### config.mk
export PLATFORM = sky130hd
export DESIGN_NAME = sm3_byte_pack_flat
export DESIGN_NICKNAME = d
export VERILOG_FILES = /design/src/rtl/sm3_byte_pack_if.sv /design/src/rtl/sm3_byte_pack.sv /design/src/flat_wrapper.sv
export SDC_FILE = /design/constraint.sdc
export NUM_CORES = 1
export LEC_CHECK = 0
export BUFFER_PORTS_ARGS = -buffer_cell sky130_fd_sc_hd__buf_2
export CORE_ASPECT_RATIO = 0.75
export CORE_MARGIN = 4
export CORE_UTILIZATION = 55
export DETAILED_ROUTE_END_ITERATION = 12
export PLACE_DENSITY = 0.86
export SLEW_MARGIN = 5
export SYNTH_ARGS = -nofsm -noshare
export SYNTH_HDL_FRONTEND = slang
export SYNTH_SLANG_ARGS = --single-unit
### constraint.sdc
create_clock -name clk -period 4.5 [get_ports clk]
set_clock_uncertainty 0.15 [all_clocks]
set_input_delay 0.225 -clock clk [delete_from_list [all_inputs] [get_ports clk]]
set_output_delay 0.225 -clock clk [all_outputs]
set_load 0.05 [all_outputs]
### src/rtl/sm3_byte_pack_if.sv
// Purpose: byte-stream intake and SM3 word-output handshake bundled for the byte packer.
// Latency: none, signal container only.
// Backpressure: byte side valid/ready, word side valid/ready; slave modport is the packer.
interface sm3_byte_pack_if #(
    parameter int CNT_W = 61
);
    logic [7:0]       byte_i;
    logic             byte_vld_i;
    logic             byte_lst_i;
    logic             byte_rdy_o;
    logic [31:0]      msg_inpt_d_o;
    logic [3:0]       msg_inpt_vld_byte_o;
    logic             msg_inpt_vld_o;
    logic             msg_inpt_lst_o;
    logic             msg_inpt_rdy_i;
    logic [CNT_W-1:0] msg_byte_cnt_o;
    logic             busy_o;

    // Environment side: feeds bytes and plays the SM3 core's ready.
    modport master (
        output byte_i, byte_vld_i, byte_lst_i, msg_inpt_rdy_i,
        input  byte_rdy_o, msg_inpt_d_o, msg_inpt_vld_byte_o, msg_inpt_vld_o,
        input  msg_inpt_lst_o, msg_byte_cnt_o, busy_o
    );

    // Packer side.
    modport slave (
        input  byte_i, byte_vld_i, byte_lst_i, msg_inpt_rdy_i,
        output byte_rdy_o, msg_inpt_d_o, msg_inpt_vld_byte_o, msg_inpt_vld_o,
        output msg_inpt_lst_o, msg_byte_cnt_o, busy_o
    );
endinterface

### src/rtl/sm3_byte_pack.sv
// Purpose: pack a byte-serial message big-endian into 32-bit words for the SM3 core.
// Latency: word visible on outputs one cycle after its final byte is accepted.
// Backpressure: a second completed word parks in the assembly register; byte_rdy_o drops (registered) until it moves out.
module sm3_byte_pack #(
    parameter int CNT_W = 61
) (
    input  logic               clk,
    input  logic               rst_n,
    input  logic               clr_i,
    sm3_byte_pack_if.slave     bus
);
    typedef enum logic {
        FILL = 1'b0,
        HOLD = 1'b1
    } state_t;

    state_t           state_q, state_d;
    logic [31:0]      asm_dat_q;
    logic [2:0]       asm_cnt_q;
    logic             asm_lst_q;
    logic [31:0]      out_dat_q;
    logic [3:0]       out_be_q;
    logic             out_vld_q;
    logic             out_lst_q;
    logic [CNT_W-1:0] cnt_q;
    logic             cnt_rst_q;

    logic             byte_acc;
    logic             out_fire;
    logic             word_done;
    logic             out_free;
    logic [31:0]      ins_dat;
    logic [2:0]       ins_cnt;

    // Byte count -> byte enables, filled from lane 3 downwards.
    function automatic logic [3:0] be_of(input logic [2:0] n);
        case (n)
            3'd1:    be_of = 4'b1000;
            3'd2:    be_of = 4'b1100;
            3'd3:    be_of = 4'b1110;
            default: be_of = 4'b1111;
        endcase
    endfunction

    assign byte_acc  = bus.byte_vld_i && (state_q == FILL);
    assign out_fire  = out_vld_q && bus.msg_inpt_rdy_i;
    assign ins_cnt   = asm_cnt_q + 3'd1;
    assign word_done = byte_acc && ((asm_cnt_q == 3'd3) || bus.byte_lst_i);
    assign out_free  = !out_vld_q || out_fire;

    // Place the incoming byte into the next free lane; lanes beyond it stay zero.
    always_comb begin
        ins_dat = asm_dat_q;
        case (asm_cnt_q[1:0])
            2'd0:    ins_dat[31:24] = bus.byte_i;
            2'd1:    ins_dat[23:16] = bus.byte_i;
            2'd2:    ins_dat[15:8]  = bus.byte_i;
            default: ins_dat[7:0]   = bus.byte_i;
        endcase
    end

    // FSM state register.
    always_ff @(posedge clk or negedge rst_n) begin
        if (!rst_n)     state_q <= FILL;
        else if (clr_i) state_q <= FILL;
        else            state_q <= state_d;
    end

    // FSM next state: park a completed word when the output register is busy.
    always_comb begin
        state_d = state_q;
        case (state_q)
            FILL:    if (word_done && !out_free) state_d = HOLD;
            HOLD:    if (out_fire)               state_d = FILL;
            default: state_d = FILL;
        endcase
    end

    // Assembly and output registers.
    always_ff @(posedge clk or negedge rst_n) begin
        if (!rst_n) begin
            asm_dat_q <= '0;
            asm_cnt_q <= '0;
            asm_lst_q <= 1'b0;
            out_dat_q <= '0;
            out_be_q  <= '0;
            out_vld_q <= 1'b0;
            out_lst_q <= 1'b0;
        end else if (clr_i) begin
            asm_dat_q <= '0;
            asm_cnt_q <= '0;
            asm_lst_q <= 1'b0;
            out_dat_q <= '0;
            out_be_q  <= '0;
            out_vld_q <= 1'b0;
            out_lst_q <= 1'b0;
        end else begin
            if (out_fire) out_vld_q <= 1'b0;
            if (state_q == HOLD) begin
                if (out_fire) begin
                    out_dat_q <= asm_dat_q;
                    out_be_q  <= be_of(asm_cnt_q);
                    out_lst_q <= asm_lst_q;
                    out_vld_q <= 1'b1;
                    asm_dat_q <= '0;
                    asm_cnt_q <= '0;
                    asm_lst_q <= 1'b0;
                end
            end else if (byte_acc) begin
                if (word_done && out_free) begin
                    out_dat_q <= ins_dat;
                    out_be_q  <= be_of(ins_cnt);
                    out_lst_q <= bus.byte_lst_i;
                    out_vld_q <= 1'b1;
                    asm_dat_q <= '0;
                    asm_cnt_q <= '0;
                    asm_lst_q <= 1'b0;
                end else begin
                    asm_dat_q <= ins_dat;
                    asm_cnt_q <= ins_cnt;
                    asm_lst_q <= bus.byte_lst_i;
                end
            end
        end
    end

    // Message byte counter; the lst byte is counted, then the count returns to zero one edge later.
    always_ff @(posedge clk or negedge rst_n) begin
        if (!rst_n) begin
            cnt_q     <= '0;
            cnt_rst_q <= 1'b0;
        end else if (clr_i) begin
            cnt_q     <= '0;
            cnt_rst_q <= 1'b0;
        end else if (byte_acc) begin
            cnt_q     <= (cnt_rst_q ? '0 : cnt_q) + CNT_W'(1);
            cnt_rst_q <= bus.byte_lst_i;
        end else begin
            cnt_q     <= cnt_rst_q ? '0 : cnt_q;
            cnt_rst_q <= 1'b0;
        end
    end

    assign bus.byte_rdy_o          = (state_q == FILL);
    assign bus.msg_inpt_d_o        = out_dat_q;
    assign bus.msg_inpt_vld_byte_o = out_be_q;
    assign bus.msg_inpt_vld_o      = out_vld_q;
    assign bus.msg_inpt_lst_o      = out_lst_q;
    assign bus.msg_byte_cnt_o      = cnt_q;
    assign bus.busy_o              = (asm_cnt_q != 3'd0) || (state_q == HOLD) || out_vld_q;
endmodule
### src/flat_wrapper.sv
// flat-port wrapper written by rule: the top's interface ports become plain ports
module sm3_byte_pack_flat 
#(
    parameter int CNT_W = 61
)
  (clk, rst_n, clr_i, bus_byte_i, bus_byte_vld_i, bus_byte_lst_i, bus_msg_inpt_rdy_i, bus_byte_rdy_o, bus_msg_inpt_d_o, bus_msg_inpt_vld_byte_o, bus_msg_inpt_vld_o, bus_msg_inpt_lst_o, bus_msg_byte_cnt_o, bus_busy_o);
  sm3_byte_pack_if #(.CNT_W(CNT_W)) bus_i ();
  input  logic clk;
  input  logic rst_n;
  input  logic clr_i;
  input wire logic [$bits(bus_i.byte_i)-1:0] bus_byte_i;
  input wire logic [$bits(bus_i.byte_vld_i)-1:0] bus_byte_vld_i;
  input wire logic [$bits(bus_i.byte_lst_i)-1:0] bus_byte_lst_i;
  input wire logic [$bits(bus_i.msg_inpt_rdy_i)-1:0] bus_msg_inpt_rdy_i;
  output wire logic [$bits(bus_i.byte_rdy_o)-1:0] bus_byte_rdy_o;
  output wire logic [$bits(bus_i.msg_inpt_d_o)-1:0] bus_msg_inpt_d_o;
  output wire logic [$bits(bus_i.msg_inpt_vld_byte_o)-1:0] bus_msg_inpt_vld_byte_o;
  output wire logic [$bits(bus_i.msg_inpt_vld_o)-1:0] bus_msg_inpt_vld_o;
  output wire logic [$bits(bus_i.msg_inpt_lst_o)-1:0] bus_msg_inpt_lst_o;
  output wire logic [$bits(bus_i.msg_byte_cnt_o)-1:0] bus_msg_byte_cnt_o;
  output wire logic [$bits(bus_i.busy_o)-1:0] bus_busy_o;
  assign bus_i.byte_i = bus_byte_i;
  assign bus_i.byte_vld_i = bus_byte_vld_i;
  assign bus_i.byte_lst_i = bus_byte_lst_i;
  assign bus_i.msg_inpt_rdy_i = bus_msg_inpt_rdy_i;
  assign bus_byte_rdy_o = bus_i.byte_rdy_o;
  assign bus_msg_inpt_d_o = bus_i.msg_inpt_d_o;
  assign bus_msg_inpt_vld_byte_o = bus_i.msg_inpt_vld_byte_o;
  assign bus_msg_inpt_vld_o = bus_i.msg_inpt_vld_o;
  assign bus_msg_inpt_lst_o = bus_i.msg_inpt_lst_o;
  assign bus_msg_byte_cnt_o = bus_i.msg_byte_cnt_o;
  assign bus_busy_o = bus_i.busy_o;
  sm3_byte_pack #(.CNT_W(CNT_W)) u_core (.clk(clk), .rst_n(rst_n), .clr_i(clr_i), .bus(bus_i));
endmodule
# After elaboration in Yosys (flattened, before gate mapping)
# Index checks and enable logic that the tools add are counted.
[word_totals] regBits=137 input_bits=14 out_inout_bits=101
[op_classes] addsub=2 n_eq_ne=9 mux=51 bitwise=1 n_reduce_logical=18
[ops] cell="2-to-1 mux 32 bit" count=10
[ops] cell="2-to-1 mux 61 bit" count=3
[ops] cell="adder 61 x 1 -> 61 bit (second input constant)" count=1
[ops] cell="2-to-1 mux 8 bit" count=4
[ops] cell="2-to-1 mux 1 bit" count=21
[ops] cell="2-to-1 mux 4 bit" count=5
[ops] cell="one-hot mux 3 bit (3 select lines)" count=2
[ops] cell="2-to-1 mux 3 bit" count=5
[ops] cell="equality test 3 x 2 -> 1 bit (second input constant)" count=4
[ops] cell="nonzero test 3 bit" count=3
[ops] cell="equality test 3 x 1 -> 1 bit (second input constant)" count=2
[ops] cell="logical AND 1 bit" count=5
[ops] cell="logical OR 1 bit" count=4
[ops] cell="adder 3 x 1 -> 3 bit (second input constant)" count=1
[ops] cell="inequality test 3 bit (second input constant)" count=1
[ops] cell="AND reduction 3 bit" count=1
[ops] cell="OR reduction 3 bit" count=1
[ops] cell="equality test 2 x 1 -> 1 bit (second input constant)" count=1
[ops] cell="equality test 2 bit (second input constant)" count=1
[ops] cell="zero test 1 bit" count=2
[ops] cell="zero test 2 bit" count=1
[ops] cell="one-hot mux 1 bit (2 select lines)" count=1
[ops] cell="AND reduction 2 bit" count=1
[ops] cell="NOT 1 bit" count=1

# Logic depth before layout (Yosys ltp)
# Gate-level depths: netlist of run 1.
[depth] ltp_word=8 mapped_depth=12

# Least setup slack after synthesis of run 1
# Ideal clock, no wire load.
[synth_timing] kind="reg-to-reg" start="register u_core.cnt_rst_q" end="register u_core.cnt_q[50] (netlist: u_core.bus.msg_byte_cnt_o[50])" arrival_time_ns=2.895 slack_ns=1.318 stages_incl_launch_ff=13 n_path_buf=5 cell_sequence="dfrtp_1 > clkbuf_1 > clkbuf_1 > clkbuf_1 > buf_1 > nor2b_1 > ha_1 > nand3b_1 > or4_1 > clkbuf_1 > nor4_2 > a311o_1 > a21oi_1"
[synth_between] elab_chain_cells=4
[synth_lines] item="start: declaration" line="sm3_byte_pack.sv:26" text="logic cnt_rst_q;"
[synth_lines] item="start signal: assignment" line="sm3_byte_pack.sv:137" text="cnt_rst_q <= bus.byte_lst_i;"
[synth_lines] item="2-to-1 mux 61 bit (*)" line="sm3_byte_pack.sv:136" text="cnt_q <= (cnt_rst_q ? '0 : cnt_q) + CNT_W'(1);"
[synth_lines] item="adder 61 x 1 -> 61 bit" line="sm3_byte_pack.sv:136"
[synth_lines] item="2-to-1 mux 61 bit (*)" line="sm3_byte_pack.sv:135" text="end else if (byte_acc) begin"
[synth_lines] item="2-to-1 mux 61 bit (*)" line="sm3_byte_pack.sv:132" text="end else if (clr_i) begin"
[synth_lines] item="end signal: assignment" line="sm3_byte_pack.sv:136"
[synth_lines] item="end signal: assignment" line="sm3_byte_pack.sv:139" text="cnt_q <= cnt_rst_q ? '0 : cnt_q;"
[synth_lines] item="end: declaration" line="sm3_byte_pack.sv:25" text="logic [CNT_W-1:0] cnt_q;"
# Mark *: on every way between the ends. The rest lies on a longest branch, timed or not.
# A chain may end at the register's enable or synchronous reset.

# Final worst setup path of run 1
[layout_timing] start="register u_core.asm_cnt_q[0]" end="register u_core.out_be_q[1] (netlist: u_core.bus.msg_inpt_vld_byte_o[1])"
[layout_between] elab_chain_cells=7 elab_cells_between_ends=19 classes_between="add/sub: 1; eq/ne: 6; mux: 7; reduce/logical: 5"
[layout_lines] item="start: declaration" line="sm3_byte_pack.sv:19" text="logic [2:0] asm_cnt_q;"
[layout_lines] item="start signal: assignment" line="sm3_byte_pack.sv:120" text="asm_cnt_q <= ins_cnt;"
[layout_lines] item="adder 3 x 1 -> 3 bit" line="sm3_byte_pack.sv:47" text="assign ins_cnt = asm_cnt_q + 3'd1;"
[layout_lines] item="equality test 3 x 2 -> 1 bit or equality test 3 x 1 -> 1 bit (tied branches)" line="sm3_byte_pack.sv:37" text="case (n)"
[layout_lines] item="one-hot mux 3 bit (3 select lines)" line="sm3_byte_pack.sv:37"
[layout_lines] item="2-to-1 mux 4 bit" line="sm3_byte_pack.sv:110" text="if (word_done && out_free) begin"
[layout_lines] item="2-to-1 mux 4 bit" line="sm3_byte_pack.sv:109" text="end else if (byte_acc) begin"
[layout_lines] item="2-to-1 mux 4 bit" line="sm3_byte_pack.sv:99" text="if (state_q == HOLD) begin"
[layout_lines] item="2-to-1 mux 4 bit" line="sm3_byte_pack.sv:89" text="end else if (clr_i) begin"
[layout_lines] item="end signal: assignment" line="sm3_byte_pack.sv:102" text="out_be_q <= be_of(asm_cnt_q);"
[layout_lines] item="end signal: assignment" line="sm3_byte_pack.sv:112" text="out_be_q <= be_of(ins_cnt);"
[layout_lines] item="end: declaration" line="sm3_byte_pack.sv:22" text="logic [3:0] out_be_q;"
# Parallel ways exist; a longest one is shown, timed or not. The select of a mux whose other input is x is not followed.

==> insert_results.sql, run 1 <==
INSERT INTO impl_metrics (metric_group, metric, value, unit) VALUES
('setup_path', 'timing_worst_setup_path_type', 'flip-flop to flip-flop', ''),
('global_routing', 'all_layer_global_routing_usage', '25.3', '%'),
('die', 'die_w', '139', 'microns'),
('routing', 'vias', '6176', ''),
('clock_network', 'cts.htree.levels', '4', ''),
('setup_path', 'worstPathArrival', '3.47', 'ns'),
('setup_path', 'critical_path.reg2reg.endpoint', 'u_core.bus.msg_inpt_vld_byte_o[1]', ''),
('setup_path', 'worstSetupStartpoint', 'u_core.asm_cnt_q[0]', ''),
('placement', 'dp_cells', '958', ''),
('yosys', 'synth_area', '7110', 'sq um'),
('setup_path', 'required_time_of_the_critical_path', '4.61', 'ns'),
('clock_network', 'cts_inserted_buffers', '17', ''),
('yosys', 'post_synth_inst_count', '721', ''),
('routing', 'wl_per_cell', '18.6', 'microns'),
('worst_hold_path', 'worst_hold_path.endpoint', 'u_core.asm_dat_q[7]', ''),
('routing', 'detail_route.first_pass.iterations', '5', ''),
('setup_path', 'setup.worst_path.start_class', 'flip-flop', ''),
('routing', 'met2_length', '7.97', 'mm'),
('clock_network', 'postCtsSetupBuffers', '0', ''),
('die', 'initial_cell_density_of_the_core', '57.0', '%'),
('timing', 'finalCritPeriodShare', '74.7', '%'),
('setup_path', 'setup.reg_to_reg.worst_slack', '1.14', 'ns'),
('final_layout', 'postLayoutCellArea', '8460', 'sq um'),
('power_and_ir_drop', 'totalPowerFinal', '3.16', 'mW'),
('global_routing', 'grt_first_pass_wirelength', '30.7', 'mm'),
('worst_hold_path', 'timing.hold.worst_path_depth', '2', ''),
('timing', 'worst-slew-pin-transition', '1.01', 'ns'),
('final_layout', 'fin_cells', '995', ''),
('routing', 'detailedRoute.firstIterationViolations', '696', ''),
('setup_path', 'r2r_start', 'u_core.asm_cnt_q[0]', ''),
('placement', 'io_buffer_count', '114', ''),
('global_routing', 'grt_pass1_vias', '5779', ''),
('clock_network', 'post_cts.resized_instances', '0', ''),
('global_routing', 'remaining_overflow_grt', '0', ''),
('job', 'max_cap_viol_count', '0', ''),
('timing', 'grt_setup_unrepaired', 'false', ''),
('timing', 'fin_crit', '3.36', 'ns'),
('setup_path', 'endpoint_kind', 'flip-flop', ''),
('timing', 'setup-violations-final', '0', ''),
('setup_path', 'largest_fanout_on_the_critical_path', '52', ''),
('yosys', 'asyncSetResetFlopFracSynth', '100', '%'),
('yosys', 'synth_cell_types', '58', ''),
('timing', 'fmax', '298', 'MHz'),
('run_status', 'status', 'finished clean', ''),
('yosys', 'number_of_warnings_printed_during_yosys_synthesis', '0', ''),
('die', 'dieHeight', '106', 'microns'),
('yosys', 'mappedNetlistNets', '742', ''),
('global_routing', 'grt_start_max_net_pins', '110', ''),
('power_and_ir_drop', 'static-leakage-power', '3.96', 'nW'),
('worst_hold_path', 'holdCritStartpoint', 'bus_byte_i[7]', ''),
('yosys', 'dominantRegCellSynth', 'sky130_fd_sc_hd__dfrtp_1', ''),
('clock_network', 'cts.path.max_buffers', '2', ''),
('routing', 'wl_met1', '8.46', 'mm'),
('yosys', 'synth_seq_cells', '137', ''),
('global_routing', 'initial_antenna_violation_count', '0', ''),
('routing', 'routed-wl-met3', '1.90', 'mm'),
('placement', 'hpwl', '12.5', 'mm'),
('worst_hold_path', 'timing.hold.worst.class', 'input port to flip-flop', ''),
('clock_network', 'clock_sink_count', '137', ''),
('timing', 'timing.max_slew.rel_slack', '32.7', '%'),
('routing', 'drc_errors', '0', ''),
('die', 'placement_rows', '35', ''),
('setup_path', 'timing.reg2reg.worst_path_depth', '7', ''),
('yosys', 'sequential_share_of_the_synthesized_area', '48.2', '%'),
('placement', 'final_gp_congestion', '0.921', ''),
('timing', 'final-max-slew-violation-count', '0', ''),
('routing', 'routed_wirelength', '18.5', 'mm'),
('power_and_ir_drop', 'power-per-cell-area', '373', 'nW/um^2'),
('placement', 'postPlaceCellArea', '7760', 'sq um'),
('final_layout', 'syn_to_final_growth', '19.0', '%'),
('clock_network', 'worstSkewPairLatency', '0.42', 'ns');
[worst max-delay path, cell delays in order, from the launching register on]
cell and delay [ns]:
sky130_fd_sc_hd__dfrtp_1 0.42, sky130_fd_sc_hd__ha_1 0.26, sky130_fd_sc_hd__ha_1 0.21, sky130_fd_sc_hd__or2_2 0.32, sky130_fd_sc_hd__a311oi_1 0.56, sky130_fd_sc_hd__or2_2 0.85
sky130_fd_sc_hd__buf_4 0.33, sky130_fd_sc_hd__o31ai_1 0.10
[flip-flops by register name, indices dropped and copies added, names as in the netlist]
| name | count |
|---|---|
| u_core.cnt_rst_q | 1 |
| u_core.asm_cnt_q | 3 |
| u_core.bus.msg_inpt_lst_o | 1 |
| u_core.bus.msg_inpt_vld_byte_o | 4 |
| u_core.asm_dat_q | 32 |
| u_core.bus.msg_inpt_vld_o | 1 |
| u_core.state_q | 1 |
| u_core.bus.msg_byte_cnt_o | 61 |
| u_core.bus.msg_inpt_d_o | 32 |
| u_core.asm_lst_q | 1 |
[routing by layer]
metal,up-vias,global-route usage (%)
met2,290,34.9
met3,20,6.07
met1,3004,39.8
met5,-,0
met4,0,6.42
li1,2862,-
[Yosys cell counts (4+ instances only)]
cell / instances / area [sq um]
sky130_fd_sc_hd__nand3_1: 25 / 125
sky130_fd_sc_hd__a31o_2: 4 / 35.0
sky130_fd_sc_hd__nor2_1: 52 / 195
sky130_fd_sc_hd__and4b_1: 5 / 50.1
sky130_fd_sc_hd__nand4b_1: 8 / 70.1
sky130_fd_sc_hd__nor2b_1: 19 / 119
sky130_fd_sc_hd__nand2b_1: 5 / 31.3
sky130_fd_sc_hd__xor2_1: 9 / 78.8
sky130_fd_sc_hd__o21ai_1: 4 / 20.0
sky130_fd_sc_hd__and2_1: 4 / 25.0
sky130_fd_sc_hd__a21oi_1: 27 / 135
sky130_fd_sc_hd__ha_1: 7 / 87.6
sky130_fd_sc_hd__a22o_1: 8 / 70.1
sky130_fd_sc_hd__nor4_1: 12 / 75.1
sky130_fd_sc_hd__dfrtp_1: 137 / 3430
sky130_fd_sc_hd__a32o_1: 24 / 240
sky130_fd_sc_hd__and4_1: 10 / 87.6
sky130_fd_sc_hd__and3_1: 6 / 37.5
sky130_fd_sc_hd__o31ai_1: 36 / 270
sky130_fd_sc_hd__xnor2_1: 25 / 219
sky130_fd_sc_hd__mux2i_1: 34 / 340
sky130_fd_sc_hd__or2_2: 4 / 25.0
sky130_fd_sc_hd__nor3_1: 17 / 85.1
sky130_fd_sc_hd__inv_1: 13 / 48.8
sky130_fd_sc_hd__o21ai_0: 17 / 85.1
sky130_fd_sc_hd__clkbuf_1: 38 / 143
sky130_fd_sc_hd__nand2_1: 76 / 285
sky130_fd_sc_hd__or4_1: 6 / 45.0
sky130_fd_sc_hd__buf_1: 12 / 45.0
sky130_fd_sc_hd__nand4_1: 25 / 156
sky130_fd_sc_hd__or3_1: 13 / 81.3
[worst max-delay path by stage]
stage	slack, ns	end	cells past startpoint
after floorplan	1.32	u_core.bus.msg_byte_cnt_o[50]	12
after global placement	1.29	u_core.bus.msg_inpt_vld_byte_o[1]	7
after detailed placement	1.18	u_core.bus.msg_inpt_d_o[28]	7
after CTS	1.18	u_core.bus.msg_inpt_d_o[30]	7
after global routing	0.85	u_core.bus.msg_inpt_lst_o	8
final	1.14	u_core.bus.msg_inpt_vld_byte_o[1]	7
[metrics by stage]
step                      hold slack (ns)  setup WS, ns
final                              0.0516          1.14
after global routing               0.0374         0.845
after CTS                          0.0266          1.18
after detailed placement            0.267          1.18
after global placement              0.268          1.29
after floorplan                    -0.221          1.32
[final cells by class]
class                      count  area (sq um)  share of cell area [%]
clock buffer                  20           467                    5.52
clock inverter                12           185                    2.19
inverter                      15          56.3                   0.665
multi-input combinational    519          3440                    40.6
sequential                   137          3430                    40.5
tap                          166           208                    2.45
timing repair buffer         126           679                    8.03
[layout by cell type (no fill, tap or decap), drive strengths merged, types with 4 or more instances in the layout]
| master | Yosys | routed |
|---|---|---|
| a21oi | 27 | 27 |
| a22o | 8 | 8 |
| a31o | 4 | 4 |
| a32o | 24 | 24 |
| and2 | 4 | 4 |
| and3 | 6 | 6 |
| and4 | 11 | 11 |
| and4b | 5 | 5 |
| buf | 12 | 121 |
| bufinv | 0 | 4 |
| clkbuf | 38 | 20 |
| dfrtp | 137 | 137 |
| dlygate4sd3 | 0 | 5 |
| ha | 7 | 7 |
| inv | 14 | 19 |
| mux2i | 34 | 34 |
| nand2 | 76 | 76 |
| nand2b | 5 | 5 |
| nand3 | 25 | 25 |
| nand4 | 26 | 26 |
| nand4b | 8 | 8 |
| nor2 | 52 | 52 |
| nor2b | 19 | 19 |
| nor3 | 17 | 17 |
| nor4 | 14 | 14 |
| o21ai | 21 | 21 |
| o31ai | 36 | 36 |
| or2 | 4 | 4 |
| or3 | 15 | 15 |
| or4 | 7 | 7 |
| xnor2 | 25 | 25 |
| xor2 | 9 | 9 |
[power breakdown]
part / switching (mW) / internal, mW / leakage [nW] / total, mW
sequential: 0.0242 / 1.27 / 1.89 / 1.29
combinational: 0.253 / 0.0804 / 1.75 / 0.333
clock: 0.550 / 0.982 / 0.318 / 1.53
total: 0.827 / 2.33 / 3.96 / 3.16
[timing repair]
action / CTS / global route
endpoints found under the setup margin: 0 / 0
endpoints found under the hold margin: 113 / 0
hold buffers: 5 / 0
[logic make-up (layout without fill, tap and decap cells)]
family / after synthesis / in the layout / share of synthesized area, %
AOI/OAI and AO/OA: 138 / 138 / 14.3
xor gates and xnor gates: 34 / 34 / 4.19
adders and majority gates: 7 / 7 / 1.23
buffers and inverters: 65 / 173 / 3.43
DFF: 137 / 137 / 48.2
muxes: 36 / 36 / 5.10
and+or+nand+nor: 304 / 304 / 23.5
No activity file was read; power rests on OpenSTA's default activity.
==> run 2, diff against run 1 <==
Settings changed: CORE_UTILIZATION 55 to 51, PLACE_DENSITY 0.86 to 0.84.
Clock period 4.5 ns to 2.8 ns, I/O delays scaled along.
==> insert_results.sql, run 2 (synthesis results as in run 1) <==
INSERT INTO impl_metrics (metric_group, metric, value, unit) VALUES
('run_status', 'status', 'finished clean', ''),
('timing', 'grt_setup_unrepaired', 'false', ''),
('setup_path', 'largest_fanout_on_the_critical_path', '44', ''),
('routing', 'wl_per_cell', '19.0', 'microns'),
('timing', 'timing.max_slew.rel_slack', '62.0', '%'),
('global_routing', 'all_layer_global_routing_usage', '25.0', '%'),
('setup_path', 'worstPathArrival', '2.83', 'ns'),
('global_routing', 'remaining_overflow_grt', '0', ''),
('placement', 'dp_worst_setup_slack', '0.0470', 'ns'),
('routing', 'detail_route.first_pass.iterations', '5', ''),
('die', 'design.die.area', '15900', 'sq um'),
('die', 'initial_cell_density_of_the_core', '51.9', '%'),
('power_and_ir_drop', 'pwr-share-comb', '12.3', '%'),
('power_and_ir_drop', 'clock_power_share', '43.9', '%'),
('timing', 'final-max-slew-violation-count', '0', ''),
('routing', 'vias', '6429', ''),
('final_layout', 'syn_to_final_growth', '22.5', '%'),
('global_routing', 'grt.met3_usage', '5.00', '%'),
('clock_network', 'worstSkewPairLatency', '0.41', 'ns'),
('setup_path', 'crit_chain', 'buf_12 -> nand4b_1 -> or3_1 -> or4_1 -> a2111o_1 -> a21oi_1', ''),
('global_routing', 'grt_first_pass_wirelength', '31.7', 'mm'),
('power_and_ir_drop', 'cell_internal_pwr', '3.46', 'mW'),
('setup_path', 'setup.worst_path.start_class', 'flip-flop', ''),
('global_routing', 'grt_start_max_net_pins', '61', ''),
('final_layout', 'fraction_of_layout_cells_with_a_size_suffix_above_1', '23.0', '%'),
('die', 'design.core.area', '13700', 'sq um'),
('routing', 'detailedRoute.firstIterationViolations', '684', ''),
('power_and_ir_drop', 'totalPowerFinal', '4.73', 'mW'),
('clock_network', 'cts.path.max_buffers', '2', ''),
('timing', 'fmax', '377', 'MHz'),
('power_and_ir_drop', 'worst_ir_drop_vdd', '0.397', 'mV'),
('die', 'placement_rows', '37', ''),
('clock_network', 'cts.htree.levels', '4', ''),
('routing', 'drc_errors', '0', ''),
('final_layout', 'largest_reg_flops', '61', ''),
('routing', 'routed_wirelength', '19.7', 'mm'),
('setup_path', 'critical_path.slowest_cell', 'sky130_fd_sc_hd__or4_1', ''),
('routing', 'vias_per_cell', '6.21', ''),
('final_layout', 'commonest_cells_after_routing_fill_and_taps_aside', '137 x sky130_fd_sc_hd__dfrtp_1, 113 x sky130_fd_sc_hd__buf_2, 76 x sky130_fd_sc_hd__nand2_1, 52 x sky130_fd_sc_hd__nor2_1, 36 x sky130_fd_sc_hd__o31ai_1', ''),
('setup_path', 'required_time_of_the_critical_path', '2.97', 'ns'),
('job', 'max_cap_viol_count', '0', ''),
('power_and_ir_drop', 'switchingPower', '1.27', 'mW'),
('final_layout', 'final_common_cell', 'sky130_fd_sc_hd__dfrtp_1', ''),
('power_and_ir_drop', 'power-per-cell-area', '543', 'nW/um^2'),
('clock_network', 'clock_sink_count', '137', ''),
('clock_network', 'clkTransAtPathRegs', '0.05', 'ns'),
('die', 'dieHeight', '110', 'microns'),
('timing', 'setup-violations-final', '0', ''),
('timing', 'fin_crit', '2.66', 'ns'),
('clock_network', 'cts_inserted_buffers', '17', ''),
('timing', 'post-route-worst-setup-slack', '0.144', 'ns'),
('global_routing', 'grt.met1_usage', '38.6', '%'),
('routing', 'antenna_violating_nets_post_route', '0', ''),
('clock_network', 'cts_tree', 'done', ''),
('final_layout', 'antenna-diode-count', '0', ''),
('worst_hold_path', 'timing.hold.worst.class', 'input port to flip-flop', ''),
('die', 'die_w', '144', 'microns'),
('global_routing', 'grt_pass1_vias', '6032', ''),
('power_and_ir_drop', 'swShare', '26.9', '%'),
('die', 'io_pins', '115', ''),
('placement', 'hpwl', '13.6', 'mm'),
('global_routing', 'grt_most_used_layer', 'met1', ''),
('setup_path', 'timing_worst_setup_path_type', 'flip-flop to flip-flop', ''),
('global_routing', 'initial_antenna_violation_count', '0', ''),
('timing', 'finalCritPeriodShare', '94.9', '%'),
('global_routing', 'groute.layer.met2.usage', '35.9', '%'),
('power_and_ir_drop', 'power.share.sequential', '43.8', '%'),
('setup_path', 'max_stage_delay', '0.53', 'ns'),
('timing', 'hold_violations', '0', ''),
('power_and_ir_drop', 'static-leakage-power', '4.14', 'nW'),
('placement', 'final_gp_congestion', '0.919', ''),
('clock_network', 'clk_root_buffer_cell', 'sky130_fd_sc_hd__clkbuf_16', ''),
('timing', 'tns_setup', '0', 'ns'),
('setup_path', 'endpoint_kind', 'flip-flop', ''),
('placement', 'io_buffer_count', '114', ''),
('timing', 'worst-slew-pin-transition', '0.571', 'ns'),
('final_layout', 'design.final.nets', '870', '');
run 2: changes by cell type in the layout (fill, tap and decap cells not counted), sizes merged:
| cell | before | now |
|---|---|---|
| clkinv | 3 | 8 |
| bufinv | 4 | 1 |
| dlygate4sd3 | 5 | 10 |
| clkbuf | 20 | 23 |
| clkinvlp | 1 | 0 |
| inv | 19 | 14 |
| buf | 121 | 149 |
run 2: stage by stage:
step / area, sq um / util [%] / hold slack, ns / std cells
2_1_floorplan: 7200 / - / -0.306 / 721
3_3_place_gp: 8050 / 58.7 / 0.00989 / 993
3_5_place_dp: 8050 / 58.7 / 0.0133 / 993
4_1_cts: 8690 / 63.4 / 0.00170 / 1034
5_1_grt: 8710 / 63.6 / 0.00832 / 1036
6_report: 8710 / 63.6 / 0.0358 / 1036
run 2: area by class of cell:
class | count | area, sq um
Multi-Input combinational cell | 519 | 3490
Inverter | 15 | 56.3
Clock inverter | 8 | 72.6
Fill cell | 1100 | 4990
Sequential cell | 137 | 3430
Tap cell | 175 | 219
Clock buffer | 23 | 468
Timing Repair Buffer | 159 | 977
run 2: path summary, 6_finish.rpt:
| check | start | slack (ns) | end | depth (start not counted) |
|---|---|---|---|---|
| setup / recovery | u_core.cnt_rst_q | 0.14 | u_core.bus.msg_byte_cnt_o[54] | 6 |
| min in group asynchronous | rst_n | 0.13 | u_core.bus.msg_inpt_d_o[18] | 2 |
| max in group asynchronous | rst_n | 1.57 | u_core.bus.msg_byte_cnt_o[38] | 3 |
| setup reg to reg | u_core.cnt_rst_q | 0.14 | u_core.bus.msg_byte_cnt_o[54] | 6 |
| hold / removal | bus_byte_i[1] | 0.04 | u_core.asm_dat_q[1] | 2 |
| hold reg to reg | u_core.bus.msg_inpt_d_o[3] | 0.32 | u_core.bus.msg_inpt_d_o[3] | 2 |
run 2: layer usage:
layer  routed length [microns]  part of all wire [%]
met5                         0                     0
met4                       326                   1.7
met3                      1820                   9.2
met2                      8490                    43
met1                      9040                    46
run 2: worst max-delay path: cells and delay by family, from the launching register on:
kind / cells / cell delay, ns
compound gates: 2 / 0.56
buf+inv: 1 / 0.21
flops: 1 / 0.44
simple gates: 3 / 1.19
run 2: power by group through the flow:
stage / Combinational, mW / Sequential (mW) / Clock (mW)
3_5_place_dp: 0.570 / 2.11 / 0
2_1_floorplan: 0.240 / 2.24 / 0
3_3_place_gp: 0.563 / 2.10 / 0
4_1_cts: 0.585 / 2.07 / 2.11
5_1_grt: 0.627 / 2.08 / 2.19
6_report: 0.583 / 2.07 / 2.08
run 2: what timing repair did:
item / in CTS / in global routing
gates resized for setup: 0 / 1
setup buffers: 0 / 2
hold buffers: 10 / 0
endpoints found under the setup margin: 0 / 10
hold endpoints to repair: 81 / 0
==> run 3, diff against run 2 <==
Settings changed: CELL_PAD_IN_SITES_DETAIL_PLACEMENT from default to 1, CELL_PAD_IN_SITES_GLOBAL_PLACEMENT from default to 1, CORE_UTILIZATION 51 to 40, HOLD_SLACK_MARGIN from default to 0.06, PLACE_DENSITY 0.84 to 0.85.
==> insert_results.sql, run 3 (synthesis results as in run 1) <==
INSERT INTO impl_metrics (metric_group, metric, value, unit) VALUES
('run_status', 'status', 'finished clean', ''),
('global_routing', 'grt_first_pass_wirelength', '37.6', 'mm'),
('placement', 'hpwl', '16.2', 'mm'),
('placement', 'io_buffer_count', '114', ''),
('timing', 'worst-slew-pin-transition', '0.624', 'ns'),
('final_layout', 'fraction_of_layout_cells_with_a_size_suffix_above_1', '23.9', '%'),
('clock_network', 'worstSkewPairLatency', '0.43', 'ns'),
('die', 'die_w', '162', 'microns'),
('timing', 'finalCritPeriodShare', '93.3', '%'),
('worst_hold_path', 'timing.hold.worst.class', 'input port to asynchronous set/reset pin', ''),
('timing', 'fmax', '383', 'MHz'),
('die', 'initial_cell_density_of_the_core', '41.5', '%'),
('global_routing', 'initial_antenna_violation_count', '0', ''),
('placement', 'dp_worst_setup_slack', '0.0750', 'ns'),
('setup_path', 'largest_fanout_on_the_critical_path', '6', ''),
('setup_path', 'endpoint_kind', 'flip-flop', ''),
('clock_network', 'clkTransAtPathRegs', '0.06', 'ns'),
('final_layout', 'antenna-diode-count', '0', ''),
('timing', 'timing.max_slew.rel_slack', '58.1', '%'),
('job', 'max_cap_viol_count', '0', ''),
('final_layout', 'design.final.nets', '880', ''),
('setup_path', 'required_time_of_the_critical_path', '3.02', 'ns'),
('routing', 'drc_errors', '0', ''),
('setup_path', 'setup.worst_path.start_class', 'flip-flop', ''),
('clock_network', 'cts.path.max_buffers', '2', ''),
('final_layout', 'commonest_cells_after_routing_fill_and_taps_aside', '137 x sky130_fd_sc_hd__dfrtp_1, 113 x sky130_fd_sc_hd__buf_2, 76 x sky130_fd_sc_hd__nand2_1, 52 x sky130_fd_sc_hd__nor2_1, 37 x sky130_fd_sc_hd__buf_4', ''),
('timing', 'post-route-worst-setup-slack', '0.188', 'ns'),
('routing', 'antenna_violating_nets_post_route', '0', ''),
('die', 'io_pins', '115', ''),
('clock_network', 'cts_inserted_buffers', '17', ''),
('die', 'design.core.area', '17100', 'sq um'),
('clock_network', 'clock_sink_count', '137', ''),
('global_routing', 'all_layer_global_routing_usage', '24.0', '%'),
('clock_network', 'cts.htree.levels', '4', ''),
('power_and_ir_drop', 'power-per-cell-area', '553', 'nW/um^2'),
('final_layout', 'largest_reg_flops', '61', ''),
('routing', 'vias', '6491', ''),
('setup_path', 'worstPathArrival', '2.83', 'ns'),
('placement', 'final_gp_congestion', '0.830', ''),
('global_routing', 'grt_start_max_net_pins', '61', ''),
('final_layout', 'final_common_cell', 'sky130_fd_sc_hd__dfrtp_1', ''),
('setup_path', 'timing_worst_setup_path_type', 'flip-flop to flip-flop', ''),
('clock_network', 'cts_tree', 'done', ''),
('timing', 'grt_setup_unrepaired', 'false', ''),
('routing', 'vias_per_cell', '5.86', ''),
('routing', 'routed_wirelength', '23.4', 'mm'),
('timing', 'tns_setup', '0', 'ns'),
('timing', 'setup-violations-final', '0', ''),
('timing', 'hold_violations', '0', ''),
('timing', 'timing.hold.ws', '0.123', 'ns'),
('power_and_ir_drop', 'worst_ir_drop_vdd', '0.367', 'mV'),
('routing', 'wl_per_cell', '21.1', 'microns'),
('die', 'design.die.area', '20000', 'sq um'),
('die', 'dieHeight', '123', 'microns'),
('routing', 'detailedRoute.firstIterationViolations', '533', ''),
('timing', 'final-max-slew-violation-count', '0', ''),
('global_routing', 'grt_pass1_vias', '6801', ''),
('clock_network', 'clk_root_buffer_cell', 'sky130_fd_sc_hd__clkbuf_16', ''),
('routing', 'detail_route.first_pass.iterations', '4', ''),
('timing', 'fin_crit', '2.61', 'ns'),
('power_and_ir_drop', 'static-leakage-power', '4.21', 'nW'),
('die', 'placement_rows', '41', ''),
('global_routing', 'remaining_overflow_grt', '0', ''),
('final_layout', 'syn_to_final_growth', '25.4', '%');
## run 3: path summary, 6_finish.rpt
check / from / end / slack [ns] / depth (start not counted)
worst max-delay path: u_core.asm_cnt_q[0] / u_core.asm_lst_q / 0.19 / 8
worst min-delay path: rst_n / u_core.bus.msg_byte_cnt_o[33] / 0.12 / 2
worst min register to register: u_core.bus.msg_inpt_d_o[22] / u_core.bus.msg_inpt_d_o[22] / 0.32 / 2
min in group clk: u_core.bus.msg_inpt_d_o[22] / u_core.bus.msg_inpt_d_o[22] / 0.32 / 2
max in group asynchronous: rst_n / u_core.bus.msg_byte_cnt_o[4] / 1.55 / 3
worst max register to register: u_core.asm_cnt_q[0] / u_core.asm_lst_q / 0.19 / 8
## run 3: per-stage QoR
step,cell area [sq um],std cells,utilization [%],power (mW)
CTS,8890,1106,51.9,4.96
detailed placement,8180,1060,47.8,2.69
finish,8920,1108,52.0,4.93
global route,8920,1108,52.0,5.12
floorplan,7200,721,-,2.48
global placement,8180,1060,47.8,2.68
## run 3: area by class of cell
type	count	area (sq um)
fillers	2000	8220
multi-input cells	519	3490
flip-flops and latches	137	3430
repair buffers	169	1070
clock buffers	20	447
well taps	236	295
clock inverters	12	125
inverters	15	56.3
## run 3: power by group
group	internal (mW)	switching, mW
combinational	0.170	0.435
clock	1.33	0.922
sequential	2.04	0.0367
total	3.54	1.39
## run 3: per-layer routing
layer	global-route usage (%)	vias to the layer above	share of wire [%]
met3	5.16	21	5.9
met5	0	-	0
met2	36.2	195	44
met1	34.9	3336	49
li1	-	2939	-
met4	7.18	0	1.0
## run 3: what timing repair did
| item | 4_1_cts | 5_1_grt |
|---|---|---|
| hold endpoints to repair | 177 | 0 |
| buffers inserted | 0 | 2 |
| endpoints found under the setup margin | 0 | 11 |
| resized for setup | 0 | 2 |
| hold buffers | 14 | 0 |
## run 3: worst max-delay path, cell delays in order, from the launching register on
cell and delay [ns]:
sky130_fd_sc_hd__dfrtp_1 0.43, sky130_fd_sc_hd__ha_1 0.26, sky130_fd_sc_hd__ha_1 0.22, sky130_fd_sc_hd__or2_2 0.33, sky130_fd_sc_hd__a311oi_1 0.26, sky130_fd_sc_hd__buf_4 0.18, sky130_fd_sc_hd__nand3_1 0.08, sky130_fd_sc_hd__nand2_1 0.09
sky130_fd_sc_hd__dlygate4sd3_1 0.55
